**src/rtl/oh_delay_pkg.sv**
```systemverilog
// Shared definitions for the delay-line calibration controller:
// FSM state encoding and the tap code the line is parked at after reset or a failed sweep.
package oh_delay_pkg;

    typedef enum logic [1:0] {
        ST_IDLE   = 2'd0,
        ST_SETTLE = 2'd1,
        ST_SAMPLE = 2'd2,
        ST_DONE   = 2'd3
    } dly_state_t;

    localparam int unsigned RST_CODE = 0;

endpackage

```
**src/rtl/oh_delay_settle.sv**
```systemverilog
// Settle counter: cleared by load, advances while enabled, flags the last settle cycle.
module oh_delay_settle #(
    parameter int unsigned SW     = 3,
    parameter int unsigned SETTLE = 4
) (
    input  logic i_clk,
    input  logic i_rst,
    input  logic i_load,
    input  logic i_en,
    output logic o_tc
);

    logic [SW-1:0] r_cnt;

    always_ff @(posedge i_clk or posedge i_rst) begin
        if (i_rst) begin
            r_cnt <= '0;
        end else if (i_load) begin
            r_cnt <= '0;
        end else if (i_en) begin
            r_cnt <= r_cnt + SW'(1);
        end
    end

    assign o_tc = (r_cnt == SW'(SETTLE - 1));

endmodule

```
**src/rtl/oh_delay_ctrl.sv**
```systemverilog
// Delay-line calibration: sweeps the tap code upward, finds the first run of sample=1
// codes and parks the code at the floored centre of that run; manual code when idle.
module oh_delay_ctrl
    import oh_delay_pkg::*;
#(
    parameter int unsigned TW     = 5,
    parameter int unsigned SETTLE = 4,
    parameter int unsigned SW     = 3
) (
    input  logic          clk,
    input  logic          reset,
    input  logic          start,
    input  logic          sample,
    input  logic          cfg_manual,
    input  logic [TW-1:0] cfg_code,
    output logic [TW-1:0] code,
    output logic          busy,
    output logic          done,
    output logic          fail
);

    dly_state_t    r_state;
    dly_state_t    w_next;
    logic [TW-1:0] r_code;
    logic [TW-1:0] r_lo;
    logic [TW-1:0] r_hi;
    logic          r_found;
    logic          r_busy;
    logic          r_done;
    logic          r_fail;
    logic          w_tc;
    logic          w_last;
    logic          w_run_end;
    logic [TW-1:0] w_mid;

    oh_delay_settle #(
        .SW     (SW),
        .SETTLE (SETTLE)
    ) u_settle (
        .i_clk  (clk),
        .i_rst  (reset),
        .i_load (r_state != ST_SETTLE),
        .i_en   (r_state == ST_SETTLE),
        .o_tc   (w_tc)
    );

    assign w_last    = (r_code == '1);
    assign w_run_end = r_found && !sample;
    // Sum at TW+1 bits so lo+hi cannot overflow before the halving.
    assign w_mid     = TW'(({1'b0, r_lo} + {1'b0, r_hi}) >> 1);

    always_ff @(posedge clk or posedge reset) begin
        if (reset) begin
            r_state <= ST_IDLE;
        end else begin
            r_state <= w_next;
        end
    end

    always_comb begin
        w_next = r_state;
        case (r_state)
            ST_IDLE:   if (start) w_next = ST_SETTLE;
            ST_SETTLE: if (w_tc) w_next = ST_SAMPLE;
            ST_SAMPLE: w_next = (w_run_end || w_last) ? ST_DONE : ST_SETTLE;
            ST_DONE:   w_next = ST_IDLE;
            default:   w_next = ST_IDLE;
        endcase
    end

    always_ff @(posedge clk or posedge reset) begin
        if (reset) begin
            r_code  <= TW'(RST_CODE);
            r_lo    <= '0;
            r_hi    <= '0;
            r_found <= 1'b0;
            r_busy  <= 1'b0;
            r_done  <= 1'b0;
            r_fail  <= 1'b0;
        end else begin
            r_done <= 1'b0;
            case (r_state)
                ST_IDLE: begin
                    if (start) begin
                        r_code  <= TW'(RST_CODE);
                        r_found <= 1'b0;
                        r_fail  <= 1'b0;
                        r_busy  <= 1'b1;
                    end else if (cfg_manual) begin
                        r_code <= cfg_code;
                    end
                end
                ST_SAMPLE: begin
                    // Once a run has closed, later sample=1 codes are never reached.
                    if (sample) begin
                        if (!r_found) begin
                            r_lo    <= r_code;
                            r_found <= 1'b1;
                        end
                        r_hi <= r_code;
                    end
                    if (!w_run_end && !w_last) begin
                        r_code <= r_code + TW'(1);
                    end
                end
                ST_DONE: begin
                    r_busy <= 1'b0;
                    r_done <= 1'b1;
                    if (r_found) begin
                        r_code <= w_mid;
                    end else begin
                        r_fail <= 1'b1;
                        r_code <= TW'(RST_CODE);
                    end
                end
                default: ;
            endcase
        end
    end

    assign code = r_code;
    assign busy = r_busy;
    assign done = r_done;
    assign fail = r_fail;

endmodule

```
**config.mk**
```make
export PLATFORM = sky130hd
export DESIGN_NAME = oh_delay_ctrl
export DESIGN_NICKNAME = d
export VERILOG_FILES = /design/src/rtl/oh_delay_pkg.sv /design/src/rtl/oh_delay_settle.sv /design/src/rtl/oh_delay_ctrl.sv
export SDC_FILE = /design/constraint.sdc
export NUM_CORES = 1
export LEC_CHECK = 0
export ABC_AREA = 1
export CORE_UTILIZATION = 55
export DETAILED_ROUTE_END_ITERATION = 10
export PLACE_DENSITY = 0.8
export SKIP_CTS_REPAIR_TIMING = 1
export SLEW_MARGIN = 20
export SYNTH_ARGS = -nofsm -noshare
export SYNTH_HDL_FRONTEND = slang
export SYNTH_SLANG_ARGS = --single-unit
```
**constraint.sdc**
```tcl
create_clock -name clk -period 2.2 [get_ports clk]
set_input_delay 0.44 -clock clk [delete_from_list [all_inputs] [get_ports clk]]
set_output_delay 0.44 -clock clk [all_outputs]
set_load 0.01 [all_outputs]
```
==> Word level (Yosys, flattened, before mapping) <==
Index checks and enable logic that the tools add are counted.
W data, S select, Z words.
{ "word_totals": {"output_inout_bits": 8, "in_bits": 10, "word_cells": 62, "reg_bits": 24} }
{ "op_classes": {"n_reduce_logical": 18, "n_eq_ne": 12, "addsub": 3, "n_mux": 19, "bitwise": 1} }
{ "ops": {"columns": ["cell", "n"], "rows": [
  ["$mux W5", 4],
  ["$pmux W5 S3", 1],
  ["$reduce_and A3 Y1", 4],
  ["$ne A2 B2 Y1 const B", 5],
  ["$pmux W2 S4", 1],
  ["$add A5 B5 Y6", 1],
  ["$mux W2", 3],
  ["$mux W3", 2],
  ["$pmux W1 S2", 3],
  ["$reduce_and A2 Y1", 3],
  ["$reduce_bool A2 Y1", 3],
  ["$add A5 B1 Y5 const B", 1],
  ["$eq A5 B5 Y1 const B", 1],
  ["$mux W1", 5],
  ["$eq A2 B2 Y1 const B", 2],
  ["$add A3 B1 Y3 const B", 1],
  ["$eq A3 B2 Y1 const B", 1],
  ["$logic_not A1 Y1", 3],
  ["$ne A3 B3 Y1 const B", 1],
  ["$reduce_bool A3 Y1", 1],
  ["$eq A2 B1 Y1 const B", 1],
  ["$logic_and A1 B1 Y1", 2],
  ["$logic_not A2 Y1", 1],
  ["$ne A2 B1 Y1 const B", 1],
  ["2 further kinds", 2]
]} }

==> Logic depth before layout (Yosys ltp) <==
Gate-level depths: netlist of run 1.
{ "depth": {"word_depth": 6, "mapped_depth": 11} }

==> By module <==
A second synthesis of run 1 with hierarchy kept.
{ "hier_totals": {"cells_unflattened": 172, "area_unflattened_um2": 1371.3} }
{ "modules_own_cells": {"columns": ["module", "seq_area_each_um2", "n_inst", "cells_per_inst", "area_each_um2"], "rows": [
  ["oh_delay_ctrl", 525.5, 1, 152, 1208.7],
  ["oh_delay_settle", 75.1, 1, 20, 162.7]
]} }

==> Worst setup path after synthesis of run 1 <==
Ideal clock, no wire load.
{ "synth_timing": {"path_kind": "register -> register", "start": "register r_code[0], in the netlist code[0]", "end": "register r_code[2], in the netlist code[2]", "required_time_ns": 2.079, "synth_period_minus_slack_ns": 1.588, "n_path_buf": 0, "slack_ns": 0.612, "path_stages_with_launch": 10, "arrival_ns": 1.467, "cell_sequence": "dfrtp_1 ha_1 nand2_1 nor2_1 ha_1 o21bai_1 nand2_4 nand3_4 nor2_1 a21oi_2"} }
{ "synth_via": {"elab_chain_cells": 5, "elab_cells_between_ends": 8, "classes_between": "add/sub: 1; eq/ne: 2; mux: 2; reduce/logical: 3"} }
{ "synth_lines": {"columns": ["element", "line", "source"], "rows": [
  ["start: declaration", "oh_delay_ctrl.sv:24", "logic [TW-1:0] r_code;"],
  ["start signal: assignment", "oh_delay_ctrl.sv:73", "r_code <= TW'(RST_CODE);"],
  ["start signal: assignment", "oh_delay_ctrl.sv:85", "r_code <= TW'(RST_CODE);"],
  ["start signal: assignment", "oh_delay_ctrl.sv:90", "r_code <= cfg_code;"],
  ["parallel branches: the longest is 5 deep, another holds $add A5 B1 Y5", null, null]
]} }
Parallel ways; which one is timed is not known. The select of a mux whose other input is x is not followed.
A chain may end at the register's enable or synchronous reset.

==> Worst setup path in the final report of run 1 <==
{ "layout_timing": {"start": "register r_code[0], in the netlist code[0]", "end": "output code[0]"} }
{ "layout_lines": {"columns": ["element", "line", "source"], "rows": [
  ["end: declaration", "oh_delay_ctrl.sv:16", "output logic [TW-1:0] code,"]
]} }
No word-level cell between the ends.

==> results of run 1 <==
## state kept, by name (all words and copies together), names as in the netlist
signal	count
r_lo	5
code	5
r_state	2
u_settle.r_cnt	3
busy	1
done	1
fail	1
r_found	1
r_hi	5
## metal layers
layer	wire, microns	up-vias	share of wire, %	GRT usage, %
li1	-	567	-	-
met1	1266	519	48	31.13
met2	1245	20	48	40.79
met3	53	7	2.0	3.869
met4	50	0	1.9	9.259
met5	0	-	0	0
## power groups by stage
stage               clock [mW]  sequential, mW  combinational, mW
floorplan                    0           0.781              0.655
global placement             0           0.774              0.929
detailed placement           0           0.786              0.966
CTS                      0.232           0.778              0.975
global route             0.254           0.803               1.11
finish                   0.227           0.777              0.971
## logic make-up after synthesis
family                     after synthesis  share of synthesized area [%]
buffers and inverters                   27                          8.083
AOI/OAI and AO/OA                       21                          8.740
adders and majority gates                9                          9.023
DFF                                     24                          45.11
and+or+nand+nor                         86                          29.04
## worst register-to-register path: stages (launching register included)
cell and delay, ns:
dfrtp_1 0.48, ha_1 0.25, nand2_1 0.09, nor2_1 0.04, ha_1 0.17, o21bai_1 0.18, nand2_4 0.08, nand3_4 0.11
nor2_1 0.18, a21oi_2 0.08
## through the flow
stage | utilization [%] | cell area [sq um] | power (mW)
final | 69.76 | 1573 | 1.976
after global routing | 69.76 | 1573 | 2.164
after CTS | 69.76 | 1573 | 1.985
after detailed placement | 68.15 | 1536 | 1.753
after global placement | 68.15 | 1536 | 1.703
after floorplan | - | 1331 | 1.436
## cell type report
type                       count  area (sq um)  share of cell area [%]
sequential                    24         600.6                   38.19
multi-input combinational    116         623.1                   39.62
clock buffer                   4         36.28                   2.307
inverter                      26         100.1                   6.364
timing repair buffer          18         177.7                   11.30
tap                           28         35.03                   2.228
## layout by cell type (no fill, tap or decap)
cell              n
inv_2             3
o22ai_1           1
dfrtp_1          24
a21oi_2           2
nor2_2            2
clkbuf_4          3
nand3_2           1
inv_1            22
a21oi_1           3
ha_1              8
nand3b_1          1
clkbuf_8          1
nor2_1           12
buf_4             1
nand2_2           3
clkdlybuf4s50_1  17
nand3_1          10
nand4_1           1
inv_4             1
nand2_4           1
o21ai_0           7
o21ai_1           7
fa_1              1
o21bai_1          1
nand2_1          52
nand3_4           1
or2_2             2
## how the worst max path moves through the flow
stage / end / slack, ns
after floorplan: code[2] / 0.61
after global placement: code[4] / 0.54
after detailed placement: code[2] / 0.47
after CTS: code[0] / 0.37
after global routing: code[0] / 0.30
final: code[0] / 0.37
==> out/qor.yml, run 1 <==
floorplan:
  num_rows: 17
  io_pins: 18
  dieHeight_microns: 51.20
  coreArea_sq_mm: 0.002255
  fp.dieW_microns: 51.20
  start_util_pct: 59.05
  die_area_sq_mm: 0.002621
setup_path:
  slowest_stage: "clkdlybuf4s50_1"
  crit_required_ns: 1.76
  rr_endpoint: "code[2]"
  critical-path-top-delay-family: "buffers and inverters"
  crit_cells: 1
  critPathMaxFanout: 7
  critical-path-max-stage-delay_ns: 0.58
  crit_type: "register to output pin"
  cp-startpoint: "code[0]"
  endpoint_kind: "output pin"
  cp_cell_sequence: "clkdlybuf4s50_1"
  rr_startpoint: "code[0]"
  arrival_ns: 1.39
  r2r_setup_slack_ns: 0.44
  crit_path_start_kind: "register"
  reg2reg_depth: 9
  path_buf_inv: 1
clock_network:
  clkLatencyLatePin_ns: 0.31
  clk_pin_slew_ns: 0.12
  cts-buffers-inserted: 3
  cts_max_level: 1
  cts_buffer_depth: 2
  clock-root-buffer: "clkbuf_4"
  cts_tree: "yes"
  clkSinkCount: 24
pwr:
  cellLeakagePower_nw: 0.8370
  swShare_pct: 42.14
  comb_power_share_pct: 49.2
  seq_power_share_pct: 39.3
  ir_drop_mv: 0.6895
  powerDensity_mw_per_mm2: 1256
  p_sw_uw: 832.7
  p_int_mw: 1.143
  clockPowerShare_pct: 11.5
place:
  place_congestion: 0.8476
  dp_cells: 212
  port_buffers: 17
  pre_cts_ws_ns: 0.4727
  hpwl_microns: 2063
grt:
  grt_pass1_wl_microns: 4567
  overflow: 0
  grt_pass1_vias: 1092
  antenna_found_initial: 0
  track_usage_pct: 24.23
  grt_max_degree: 25
sta:
  rsz0062_at_grt: "no"
  skew_ns: 0.002963
  layout_setup_ws_ns: 0.3730
  max_slew.worst_pin.slew_ns: 0.4159
  finalHoldViolations: 0
  hold_ws_ns: 0.4544
  drv_slew: 0
  setup-tns-final_ns: 0
  period_share_pct: 83.05
  slew_headroom_pct: 72.21
  fmax_mhz: 547.3
  finalSetupViolCount: 0
  finalCriticalPeriod_ns: 1.827
yosys:
  ys_top_cells_by_count: "52 x nand2_1, 24 x dfrtp_1, 22 x inv_1"
  synth_area_leaders: "dfrtp_1 45%, nand2_1 15%, ha_1 7.5%"
  synth_cell_type_count: 24
  yosysTopAreaCell: "dfrtp_1"
  syn_area_sq_mm: 0.001331
  async_reset_ff_share_pct: 100.0
  ys_seq_area_share_pct: 45.11
  syn_inst: 167
  synth_seq_cells: 24
  yosysTopAreaCellShare_pct: 45.11
  synth_edf_count: 0
  syn_nets: 186
  syn_avg_cell_area_sq_um: 7.972
  synth.most_common_cell: "nand2_1"
  yosys_warnings: 0
  ys.flop_type: "dfrtp_1"
routing:
  drt_pass1_iterations: 4
  drt_iter0_markers: 23
  drc: 0
  ant_nets: 0
  vias_per_cell: 5.153
  vias: 1113
  drt-total-wl_microns: 2616
  wl_per_cell_microns: 12.11
min_path:
  worstHoldEndpoint: "u_settle.r_cnt[0]"
  hp-class: "register to register"
  whs_path_depth: 1
  min_from: "u_settle.r_cnt[0]"
finish:
  finalNetCount: 208
  antennaDiodeCount: 0
  num-fill-cells: 194
  syn_to_final_growth_pct: 18.14
  drive_above_1_share_pct: 11.17
  final_cell_count_no_fill: 216
job:
  maxCapViolations: 0
outcome:
  status: "finished clean"
Power figures use the tool's default switching activity.
==> run 2: changes to the inputs <==
--- a/config.mk
+++ b/config.mk
@@ -6,9 +6,9 @@
 export NUM_CORES = 1
 export LEC_CHECK = 0
 export ABC_AREA = 1
-export CORE_UTILIZATION = 55
+export CORE_UTILIZATION = 53
 export DETAILED_ROUTE_END_ITERATION = 10
-export PLACE_DENSITY = 0.8
+export PLACE_DENSITY = 0.77
 export SKIP_CTS_REPAIR_TIMING = 1
 export SLEW_MARGIN = 20
 export SYNTH_ARGS = -nofsm -noshare
==> constraint.sdc (replaced) <==
create_clock -name clk -period 1.9 [get_ports clk]
set_input_delay 0.38 -clock clk [delete_from_list [all_inputs] [get_ports clk]]
set_output_delay 0.38 -clock clk [all_outputs]
set_load 0.01 [all_outputs]
==> run 2 against run 1 <==
Effect of this change: flip-flop and latch count stayed put; critical path type is now register to register; largest cell class unchanged; power increased by 16%; clock skew up 0.0034 ns; sequential power increased by 16%.
==> out/qor.yml, run 2 (synthesized netlist as in run 1, its figures left out) <==
sta:
  slew_headroom_pct: 71.99
  fmax_mhz: 565.5
  drv_slew: 0
  setup-tns-final_ns: 0
  finalCriticalPeriod_ns: 1.768
  skew_ns: 0.006394
  max_slew.worst_pin.slew_ns: 0.4191
  rsz0062_at_grt: "no"
  layout_setup_ws_ns: 0.1315
  finalSetupViolCount: 0
  period_share_pct: 93.08
  finalHoldViolations: 0
place:
  port_buffers: 17
  hpwl_microns: 2096
  pre_cts_ws_ns: 0.1816
  place_congestion: 0.9275
pwr:
  comb_power_share_pct: 49.0
  seq_power_share_pct: 39.4
  swShare_pct: 42.11
  powerDensity_mw_per_mm2: 1454
  p_sw_uw: 962.9
  cellLeakagePower_nw: 0.8370
  clockPowerShare_pct: 11.6
  p_int_mw: 1.324
  ir_drop_mv: 0.9938
setup_path:
  critical-path-top-delay-family: "simple AND/OR/NAND/NOR gates"
  arrival_ns: 1.98
  critPathMaxFanout: 8
  crit_type: "register to register"
  slowest_stage: "dfrtp_1"
  cp_cell_sequence: "ha_1 -> nand2_1 -> nor2_1 -> ha_1 -> o21bai_1 -> nand2_4 -> nand3_4 -> nor2_1 -> a21oi_2"
  crit_required_ns: 2.11
  critical-path-max-stage-delay_ns: 0.48
  path_buf_inv: 0
  crit_path_start_kind: "register"
  endpoint_kind: "register"
grt:
  track_usage_pct: 25.17
  overflow: 0
  antenna_found_initial: 0
  grt_pass1_vias: 1121
  grt_pass1_wl_microns: 4850
  grt_max_degree: 25
clock_network:
  cts_buffer_depth: 2
  clk_pin_slew_ns: 0.13
  clkLatencyLatePin_ns: 0.31
  cts_tree: "yes"
  cts_max_level: 1
  cts-buffers-inserted: 3
  clock-root-buffer: "clkbuf_4"
  clkSinkCount: 24
finish:
  layout_common_cells: "52 x nand2_1, 24 x dfrtp_1, 22 x inv_1, 17 x clkdlybuf4s50_1, 12 x nor2_1"
  antennaDiodeCount: 0
  syn_to_final_growth_pct: 18.14
  drive_above_1_share_pct: 11.17
  layout_commonest_cell: "nand2_1"
  finalNetCount: 208
  num-fill-cells: 197
floorplan:
  start_util_pct: 57.95
  die_area_sq_mm: 0.002716
  coreArea_sq_mm: 0.002297
  dieHeight_microns: 52.12
  io_pins: 18
  num_rows: 17
  fp.dieW_microns: 52.12
routing:
  drc: 0
  drt_pass1_iterations: 5
  drt-total-wl_microns: 2673
  vias_per_cell: 5.083
  wl_per_cell_microns: 12.38
  drt_iter0_markers: 19
  vias: 1098
  ant_nets: 0
job:
  maxCapViolations: 0
min_path:
  hp-class: "input port to async pin"
outcome:
  status: "finished clean"
-- run 2: final timing paths --
kind	startpoint	endpoint	slack (ns)	cells past startpoint
worst max register to register	code[0]	code[2]	0.13	9
min in group clk	u_settle.r_cnt[0]	u_settle.r_cnt[0]	0.44	1
max in group asynchronous	reset	r_hi[3]	1.27	3
worst min register to register	u_settle.r_cnt[0]	u_settle.r_cnt[0]	0.44	1
worst min-delay path	reset	r_found	0.39	3
worst max-delay path	code[0]	code[2]	0.13	9
-- run 2: through the flow --
stage | instances | area [sq um] | total power, mW | util [%] | hold slack, ns
after global routing | 216 | 1573 | 2.520 | 68.46 | 0.4469
after detailed placement | 212 | 1536 | 2.031 | 66.88 | 0.4256
after global placement | 212 | 1536 | 1.975 | 66.88 | 0.4217
final | 216 | 1573 | 2.287 | 68.46 | 0.3931
after floorplan | 167 | 1331 | 1.663 | - | 0.3946
after CTS | 216 | 1573 | 2.304 | 68.46 | 0.3980
-- run 2: area by class of cell --
class	count	area [sq um]	area share (%)
timing repair buffer	18	177.7	11.30
clock buffer	4	36.28	2.307
inverter	26	100.1	6.364
sequential	24	600.6	38.19
multi-input combinational	116	623.1	39.62
tap	28	35.03	2.228
-- run 2: power by group through the flow --
stage	Sequential (mW)	Combinational, mW	Clock, mW
after floorplan	0.905	0.759	0
after global placement	0.894	1.08	0
after detailed placement	0.911	1.12	0
after CTS	0.897	1.13	0.279
after global routing	0.930	1.29	0.299
final	0.901	1.12	0.265
-- run 2: worst min-delay path, delay by kind of cell --
family                 cells  cell delay, ns
buffers and inverters      3            0.73
-- run 2: routing by layer --
layer	up-vias	routed length [microns]	global-route usage (%)
li1	565	-	-
met1	514	1250	31.73
met2	17	1312	42.95
met3	2	93	4.094
met4	0	16	9.009
met5	-	0	0
